[src/rtl/conv_reset_pkg.sv]
// Shared types and default constants for the integrator/ramp reset controller.
package conv_reset_pkg;

  typedef enum logic {
    IDLE   = 1'b0,
    ACTIVE = 1'b1
  } chan_state_t;

  localparam int DEF_CHANNELS    = 4;
  localparam int DEF_CNT_W       = 16;
  localparam int DEF_TIMEOUT     = 4000;
  localparam int DEF_SYNC_STAGES = 2;
  localparam int DEF_FILT_LEN    = 4;

  // Width of a saturating run counter that must be able to hold len.
  function automatic int run_w(input int len);
    return (len < 1) ? 1 : $clog2(len + 1);
  endfunction

endpackage

[src/rtl/conv_reset_chan.sv]
// One reset channel: comparator synchroniser, optional run-length filter
// (CONV_CMP_FILTER_EN), IDLE/ACTIVE FSM, duration counter and sticky timeout flag.
module conv_reset_chan
  import conv_reset_pkg::*;
#(
  parameter int CNT_W       = DEF_CNT_W,
  parameter int TIMEOUT     = DEF_TIMEOUT,
  parameter int SYNC_STAGES = DEF_SYNC_STAGES,
  parameter int FILT_LEN    = DEF_FILT_LEN
) (
  input  logic             clk,
  input  logic             reset,
  input  logic             conv_rise,
  input  logic             ch_en,
  input  logic             cmp_in,
  input  logic             err_clr,
  output logic             reset_out,
  output logic             busy,
  output logic [CNT_W-1:0] cnt_out,
  output logic             cnt_valid,
  output logic             timeout_err
);

  if (SYNC_STAGES < 2 || FILT_LEN < 1 || TIMEOUT < 1 ||
      TIMEOUT >= (64'd1 << CNT_W)) begin : g_param_err
    $error("conv_reset_chan: illegal parameter combination");
  end

  localparam logic [CNT_W-1:0] CNT_LIMIT = CNT_W'(TIMEOUT);

  logic [SYNC_STAGES-1:0] cmp_sync;
  logic                   cmp_s;
  logic                   cmp_hit;
  chan_state_t            state;
  logic [CNT_W-1:0]       cnt;

  always_ff @(posedge clk or posedge reset) begin
    if (reset) begin
      cmp_sync <= '0;
    end else begin
      cmp_sync <= {cmp_sync[SYNC_STAGES-2:0], cmp_in};
    end
  end

  assign cmp_s = cmp_sync[SYNC_STAGES-1];

`ifdef CONV_CMP_FILTER_EN
  localparam int               RUN_W   = run_w(FILT_LEN);
  localparam logic [RUN_W-1:0] RUN_MAX = RUN_W'(FILT_LEN);
  localparam logic [RUN_W-1:0] RUN_THR = RUN_W'(FILT_LEN - 1);

  logic [RUN_W-1:0] run;

  // run counts the consecutive high samples before this one, so the current
  // sample completes the qualification without an extra cycle of delay.
  always_ff @(posedge clk or posedge reset) begin
    if (reset) begin
      run <= '0;
    end else if (!cmp_s) begin
      run <= '0;
    end else if (run != RUN_MAX) begin
      run <= run + 1'b1;
    end
  end

  assign cmp_hit = cmp_s && (run >= RUN_THR);
`else
  assign cmp_hit = cmp_s;
`endif

  always_ff @(posedge clk or posedge reset) begin
    if (reset) begin
      state       <= IDLE;
      cnt         <= '0;
      reset_out   <= 1'b0;
      busy        <= 1'b0;
      cnt_out     <= '0;
      cnt_valid   <= 1'b0;
      timeout_err <= 1'b0;
    end else begin
      cnt_valid <= 1'b0;
      // A timeout assignment further down overrides this clear.
      if (err_clr) begin
        timeout_err <= 1'b0;
      end
      case (state)
        IDLE: begin
          if (conv_rise && ch_en) begin
            if (cmp_hit) begin
              cnt_out   <= '0;
              cnt_valid <= 1'b1;
            end else begin
              state     <= ACTIVE;
              reset_out <= 1'b1;
              busy      <= 1'b1;
              cnt       <= CNT_W'(1);
            end
          end
        end
        ACTIVE: begin
          if (!ch_en) begin
            state     <= IDLE;
            reset_out <= 1'b0;
            busy      <= 1'b0;
          end else if (cmp_hit) begin
            state     <= IDLE;
            reset_out <= 1'b0;
            busy      <= 1'b0;
            cnt_out   <= cnt;
            cnt_valid <= 1'b1;
          end else if (cnt == CNT_LIMIT) begin
            state       <= IDLE;
            reset_out   <= 1'b0;
            busy        <= 1'b0;
            timeout_err <= 1'b1;
          end else begin
            cnt <= cnt + 1'b1;
          end
        end
        default: begin
          state     <= IDLE;
          reset_out <= 1'b0;
          busy      <= 1'b0;
        end
      endcase
    end
  end

endmodule

[src/rtl/conv_reset_ctrl.sv]
// Multi-channel integrator reset controller: shared conv synchroniser and edge
// detector feeding CHANNELS independent channels. Optional macro: CONV_CMP_FILTER_EN.
module conv_reset_ctrl
  import conv_reset_pkg::*;
#(
  parameter int CHANNELS    = DEF_CHANNELS,
  parameter int CNT_W       = DEF_CNT_W,
  parameter int TIMEOUT     = DEF_TIMEOUT,
  parameter int SYNC_STAGES = DEF_SYNC_STAGES,
  parameter int FILT_LEN    = DEF_FILT_LEN
) (
  input  logic                      clk,
  input  logic                      reset,
  input  logic                      conv,
  input  logic [CHANNELS-1:0]       ch_en,
  input  logic [CHANNELS-1:0]       cmp_in,
  input  logic                      err_clr,
  output logic [CHANNELS-1:0]       reset_out,
  output logic [CHANNELS-1:0]       busy,
  output logic [CHANNELS*CNT_W-1:0] cnt_out,
  output logic [CHANNELS-1:0]       cnt_valid,
  output logic [CHANNELS-1:0]       timeout_err
);

  logic [SYNC_STAGES-1:0] conv_sync;
  logic                   conv_s;
  logic                   conv_s_d;
  logic                   conv_rise;

  always_ff @(posedge clk or posedge reset) begin
    if (reset) begin
      conv_sync <= '0;
      conv_s_d  <= 1'b0;
    end else begin
      conv_sync <= {conv_sync[SYNC_STAGES-2:0], conv};
      conv_s_d  <= conv_s;
    end
  end

  assign conv_s    = conv_sync[SYNC_STAGES-1];
  assign conv_rise = conv_s & ~conv_s_d;

  for (genvar i = 0; i < CHANNELS; i++) begin : g_chan
    conv_reset_chan #(
      .CNT_W       (CNT_W),
      .TIMEOUT     (TIMEOUT),
      .SYNC_STAGES (SYNC_STAGES),
      .FILT_LEN    (FILT_LEN)
    ) u_chan (
      .clk         (clk),
      .reset       (reset),
      .conv_rise   (conv_rise),
      .ch_en       (ch_en[i]),
      .cmp_in      (cmp_in[i]),
      .err_clr     (err_clr),
      .reset_out   (reset_out[i]),
      .busy        (busy[i]),
      .cnt_out     (cnt_out[i*CNT_W +: CNT_W]),
      .cnt_valid   (cnt_valid[i]),
      .timeout_err (timeout_err[i])
    );
  end

endmodule
[config.mk]
export PLATFORM = sky130hd
export DESIGN_NAME = conv_reset_ctrl
export DESIGN_NICKNAME = d
export VERILOG_FILES = /design/src/rtl/conv_reset_pkg.sv /design/src/rtl/conv_reset_chan.sv /design/src/rtl/conv_reset_ctrl.sv
export SDC_FILE = /design/constraint.sdc
export NUM_CORES = 1
export LEC_CHECK = 0
export CORE_MARGIN = 4
export CORE_UTILIZATION = 55
export DETAILED_ROUTE_END_ITERATION = 8
export PLACE_DENSITY_LB_ADDON = 0.12
export SETUP_SLACK_MARGIN = 0.1
export SLEW_MARGIN = 20
export SYNTH_ARGS = -nofsm -noshare
export SYNTH_HDL_FRONTEND = slang
export SYNTH_SLANG_ARGS = --single-unit
[constraint.sdc]
create_clock -name clk -period 7.4 [get_ports clk]
set_input_delay 2.22 -clock clk [delete_from_list [all_inputs] [get_ports clk]]
set_output_delay 2.22 -clock clk [all_outputs]
set_load 0.005 [all_outputs]
== After elaboration in Yosys (flattened, before gate mapping) ==
Cells that the tools add are included.

* $add $sub $neg: 4
* Equality and inequality tests: 36
* Muxes and demuxes: 128
* Bitwise logic cells: 6
* Reductions and logical operators: 16

{| class="wikitable"
|+ Operators with widths
! kind !! count
|-
| $mux 16 || 36
|-
| $pmux 16 s2 || 8
|-
| $mux 1 || 72
|-
| $add 16x1->16 const B || 4
|-
| $eq 16x12->1 const B || 4
|-
| $ne 2x2->1 const B || 16
|-
| $ne 2x1->1 const B || 12
|-
| $pmux 1 s2 || 12
|-
| $reduce_and 5->1 || 4
|-
| $ne 4x3->1 const B || 4
|-
| $reduce_and 4->1 || 4
|-
| $reduce_and 3->1 || 4
|-
| $not 1->1 || 5
|-
| $logic_and 1x1->1 || 4
|-
| $and 1x1->1 || 1
|}

* Register bits: 155
* Logic and storage cells: 220

== Longest topological paths before layout ==
* Depth in word-level cells: 5
* Gate-level depth with buffers: 9
* Mapped depth without buffers: 7

== Cells and area by module ==
From an unflattened synthesis, not the netlist that was laid out.

* Cells, all modules: 677
* Area, all modules: 7354.6 sq um

{| class="wikitable"
|+ By module, submodules not included
! module !! instances !! cells each !! area each (sq um)
|-
| conv_reset_chan || 4 || 168 || 1815.5
|-
| conv_reset_ctrl || 1 || 5 || 92.6
|}

== Least setup slack after synthesis ==
OpenSTA, ideal clock, no wires.

* Path kind: input port to flip-flop
* From: input port ch_en[1]
* To: register g_chan[1].u_chan.cnt[13]
* Setup time: 0.095 ns
* Arrival time: 3.400 ns
* Data required time: 7.305 ns
* Path slack: 3.904 ns
* Stages: 7
* Path through: nand2b_1 -> or2_0 -> clkbuf_1 -> nand2b_1 -> clkbuf_1 -> or2_1 -> o31ai_1

* Longest elaborated chain between the ends: 3
* Elaborated cells on any way between the ends: 4
* Those cells by class: eq/ne (2); reduce/logical (2)

{| class="wikitable"
|+ RTL lines
! element !! RTL line !! text
|-
| start, declared || conv_reset_ctrl.sv:15 || <nowiki>input logic [CHANNELS-1:0] ch_en,</nowiki>
|-
| $logic_and 1x1->1 || conv_reset_chan.sv:88 || <nowiki>if (conv_rise && ch_en) begin</nowiki>
|-
| $ne 2x1->1 (no source line) || n/a ||
|-
| $reduce_and 5->1 (no source line) * || n/a ||
|-
| end signal, assigned || conv_reset_chan.sv:117 || <nowiki>cnt <= cnt + 1'b1;</nowiki>
|-
| end, declared || conv_reset_chan.sv:35 || <nowiki>logic [CNT_W-1:0] cnt;</nowiki>
|}

Every way passes the cells marked *; elsewhere a longest branch is shown, timed or not.
A chain may end at the register's enable or synchronous reset.

== Final worst setup path ==
* From: input port ch_en[1]
* To: register g_chan[1].u_chan.cnt[15]

The elaborated chain is that of the path after synthesis.

==> results.cfg <==
[run_status]
status = completed

[setup_path]
start_kind = input pin
crit_path_end_kind = flop
crit_required_ps = 7690
path_class = input pin to flop
cpPeakStageDelay_ps = 630
r2r_end = g_chan[1].u_chan.cnt[15]
cp_max_fo = 11
rr_startpoint = g_chan[1].u_chan.state
r2r_slack_ps = 4860
r2r_cells = 5
cp.arrival_ps = 4210
crit_chain = clkdlybuf4s50_1 > nand2b_1 > or2_0 > nor2_1 > nand4_1 > mux2i_1
slowest_stage = nor2_1
cp-startpoint = ch_en[1]
crit_path_end = g_chan[1].u_chan.cnt[15]

[hold_path]
whs_path_depth = 0
worstHoldPathType = flop to flop

[place]
port-buffer-count = 91
placed_area_um2 = 7864
routabilityCongestion = 0.8947
dp.final_hpwl_mm = 10.71

[synth]
avgSynthCellArea_um2 = 10.13
synthArstFlopShare_pct = 100.0
synthesis.nets = 709
ys_ff_latch = 155
synth_cell_types = 58
synth_warnings = 0
syn_area_um2 = 6980
synth_edf_count = 0
netlist_instances = 689
ys_seq_area_share_pct = 55.57
synth_ff_type = dfrtp_1

[clock_network]
cts_tree = done
cts.sinks = 155
clock_latency_ps = 410
postCtsSetupRepairBufs = 0
cts_hold_buf = 0
htree_levels = 4
root_buffer = clkbuf_16
ctsResizeCount = 0
clock_path_buffers = 2
clkTransAtPathRegs_ps = 60
cts_made_buffers = 17

[floorplan]
io_pins = 92
die_area_um2 = 14560
die_y_um = 120.7
start_util_pct = 57.16
std_cell_rows = 40
core_area_um2 = 12210
die_x_um = 120.7

[grt]
grt_pass1_vias = 5238
grt_max_degree = 100
grt_first_pass_wirelength_mm = 26.48
antenna_found_initial = 1
grtUsageTotal_pct = 22.70
grt.overflow.total = 0

[drt]
first_pass_iters = 5
wl_mm = 15.86
drc = 0
wire_per_inst_um = 17.07
drtIter0Drc = 469
vias = 5327
drtAntennaViolNets = 0
vias_per_cell = 5.734

[layout]
final_common_cell = dfrtp_1
fin_util_pct = 69.31
drive_gt1_share_pct = 5.388
area_growth_syn_to_layout_pct = 21.26
post-route-cell-area_um2 = 8464
most-common-layout-cells = dfrtp_1, nand2_1, clkdlybuf4s50_1, o21ai_0, nand3_1
nets = 772
n_fill_cell = 952
diodes = 0

[timing]
tns_ps = 0
fmax_mhz = 255.3
setup_viol_count_final = 0
worst_pin_slew_ps = 1050
fin_skew_ps = 4.961
period_share_pct = 52.93
timing.final.crit_period_ps = 3917
finalHoldViolCount = 0
grt_setup_unrepaired = false
slew_headroom_pct = 29.46
drv_slew = 0

[job]
drv_cap = 0

[power_and_ir_drop]
peakVddDrop_uv = 222.8
power.total_mw = 1.975
power-per-cell-area_nw_per_um2 = 233.3
p_leak_nw = 3.684
[sequential cells by signal, indices dropped and copies added (netlist names)]
register and flops:
g_chan.u_chan.cmp_sync 8, g_chan.u_chan.cnt 64, conv_sync 2, g_chan.u_chan.cnt_valid 4, g_chan.u_chan.cnt_out 64, g_chan.u_chan.timeout_err 4
g_chan.u_chan.reset_out 4, conv_s_d 1, g_chan.u_chan.state 4
[metrics by stage]
| stage | hold slack [ps] | std cells | setup slack, ps |
|---|---|---|---|
| after floorplan | 331.2 | 689 | 1002 |
| after global placement | 334.2 | 900 | 3157 |
| after detailed placement | 336.2 | 901 | 3105 |
| after CTS | 349.1 | 929 | 3536 |
| after global routing | 363.8 | 929 | 3330 |
| final | 347.4 | 929 | 3483 |
[where the power goes]
part           internal, mW  leakage (nW)  switching, mW
sequential            0.885          2.10         0.0504
combinational        0.0714          1.29         0.0760
clock                 0.572         0.296          0.321
total                  1.53          3.68          0.447
[critical path, delay by kind of cell]
kind / cells / cell delay, ps
buffers and inverters: 1 / 500
muxes: 1 / 170
and+or+nand+nor: 4 / 1330
[kinds of logic (layout without fill, tap and decap cells)]
kind of cell | after synthesis | count (layout) | synth area share, %
buf+inv | 85 | 157 | 5.843
simple gates | 262 | 262 | 18.71
mux | 8 | 8 | 1.147
flops | 155 | 155 | 55.57
compound gates | 153 | 153 | 15.04
xor+xnor | 18 | 18 | 2.258
fa+ha+maj | 8 | 8 | 1.434
[layer usage]
layer  global-route usage [%]  vias to the layer above  share of wire [%]  routed length [um]
met5                        0                        -              0.082                  13
met4                    5.949                        2               0.80                 127
met3                    5.987                       14                5.7                 907
met2                    36.43                      167                 48                7691
met1                    30.86                     2596                 45                7119
li1                         -                     2548                  -                   -
[layout make-up]
class                   instances  area (um2)  share of cell area (%)
repair buffers                 97       955.9                   11.29
inverters                      32       125.1                   1.478
clock inverters                 9       147.6                   1.744
well taps                     168       210.2                   2.483
multi-input cells             449        2694                   31.83
clock buffers                  19       452.9                   5.351
flip-flops and latches        155        3879                   45.82
[cells in the mapped netlist, types with 8 or more instances]
cell | count | area share [%]
inv_1 | 30 | 1.6
buf_4 | 16 | 1.7
ha_1 | 8 | 1.4
xnor2_1 | 10 | 1.3
dfrtp_1 | 155 | 56
o31ai_1 | 22 | 2.4
xor2_1 | 8 | 1.0
nand4_1 | 17 | 1.5
o211ai_1 | 10 | 1.1
nand3_1 | 40 | 2.9
nor2_1 | 38 | 2.0
clkbuf_1 | 26 | 1.4
o21ai_0 | 54 | 3.9
nand2_1 | 97 | 5.2
a22o_1 | 32 | 4.0
a21oi_1 | 8 | 0.57
mux2i_1 | 8 | 1.1
nor3_1 | 15 | 1.1
[how the worst min path moves through the flow]
stage / from / end / slack [ps]
2_1_floorplan: conv_sync[0] / conv_sync[1] / 330
3_3_place_gp: conv_sync[0] / conv_sync[1] / 330
3_5_place_dp: g_chan[1].u_chan.cmp_sync[0] / g_chan[1].u_chan.cmp_sync[1] / 340
4_1_cts: g_chan[1].u_chan.cmp_sync[0] / g_chan[1].u_chan.cmp_sync[1] / 350
5_1_grt: g_chan[3].u_chan.cmp_sync[0] / g_chan[3].u_chan.cmp_sync[1] / 360
6_report: g_chan[1].u_chan.cmp_sync[0] / g_chan[1].u_chan.cmp_sync[1] / 350
(Power assumes the default switching activity.)
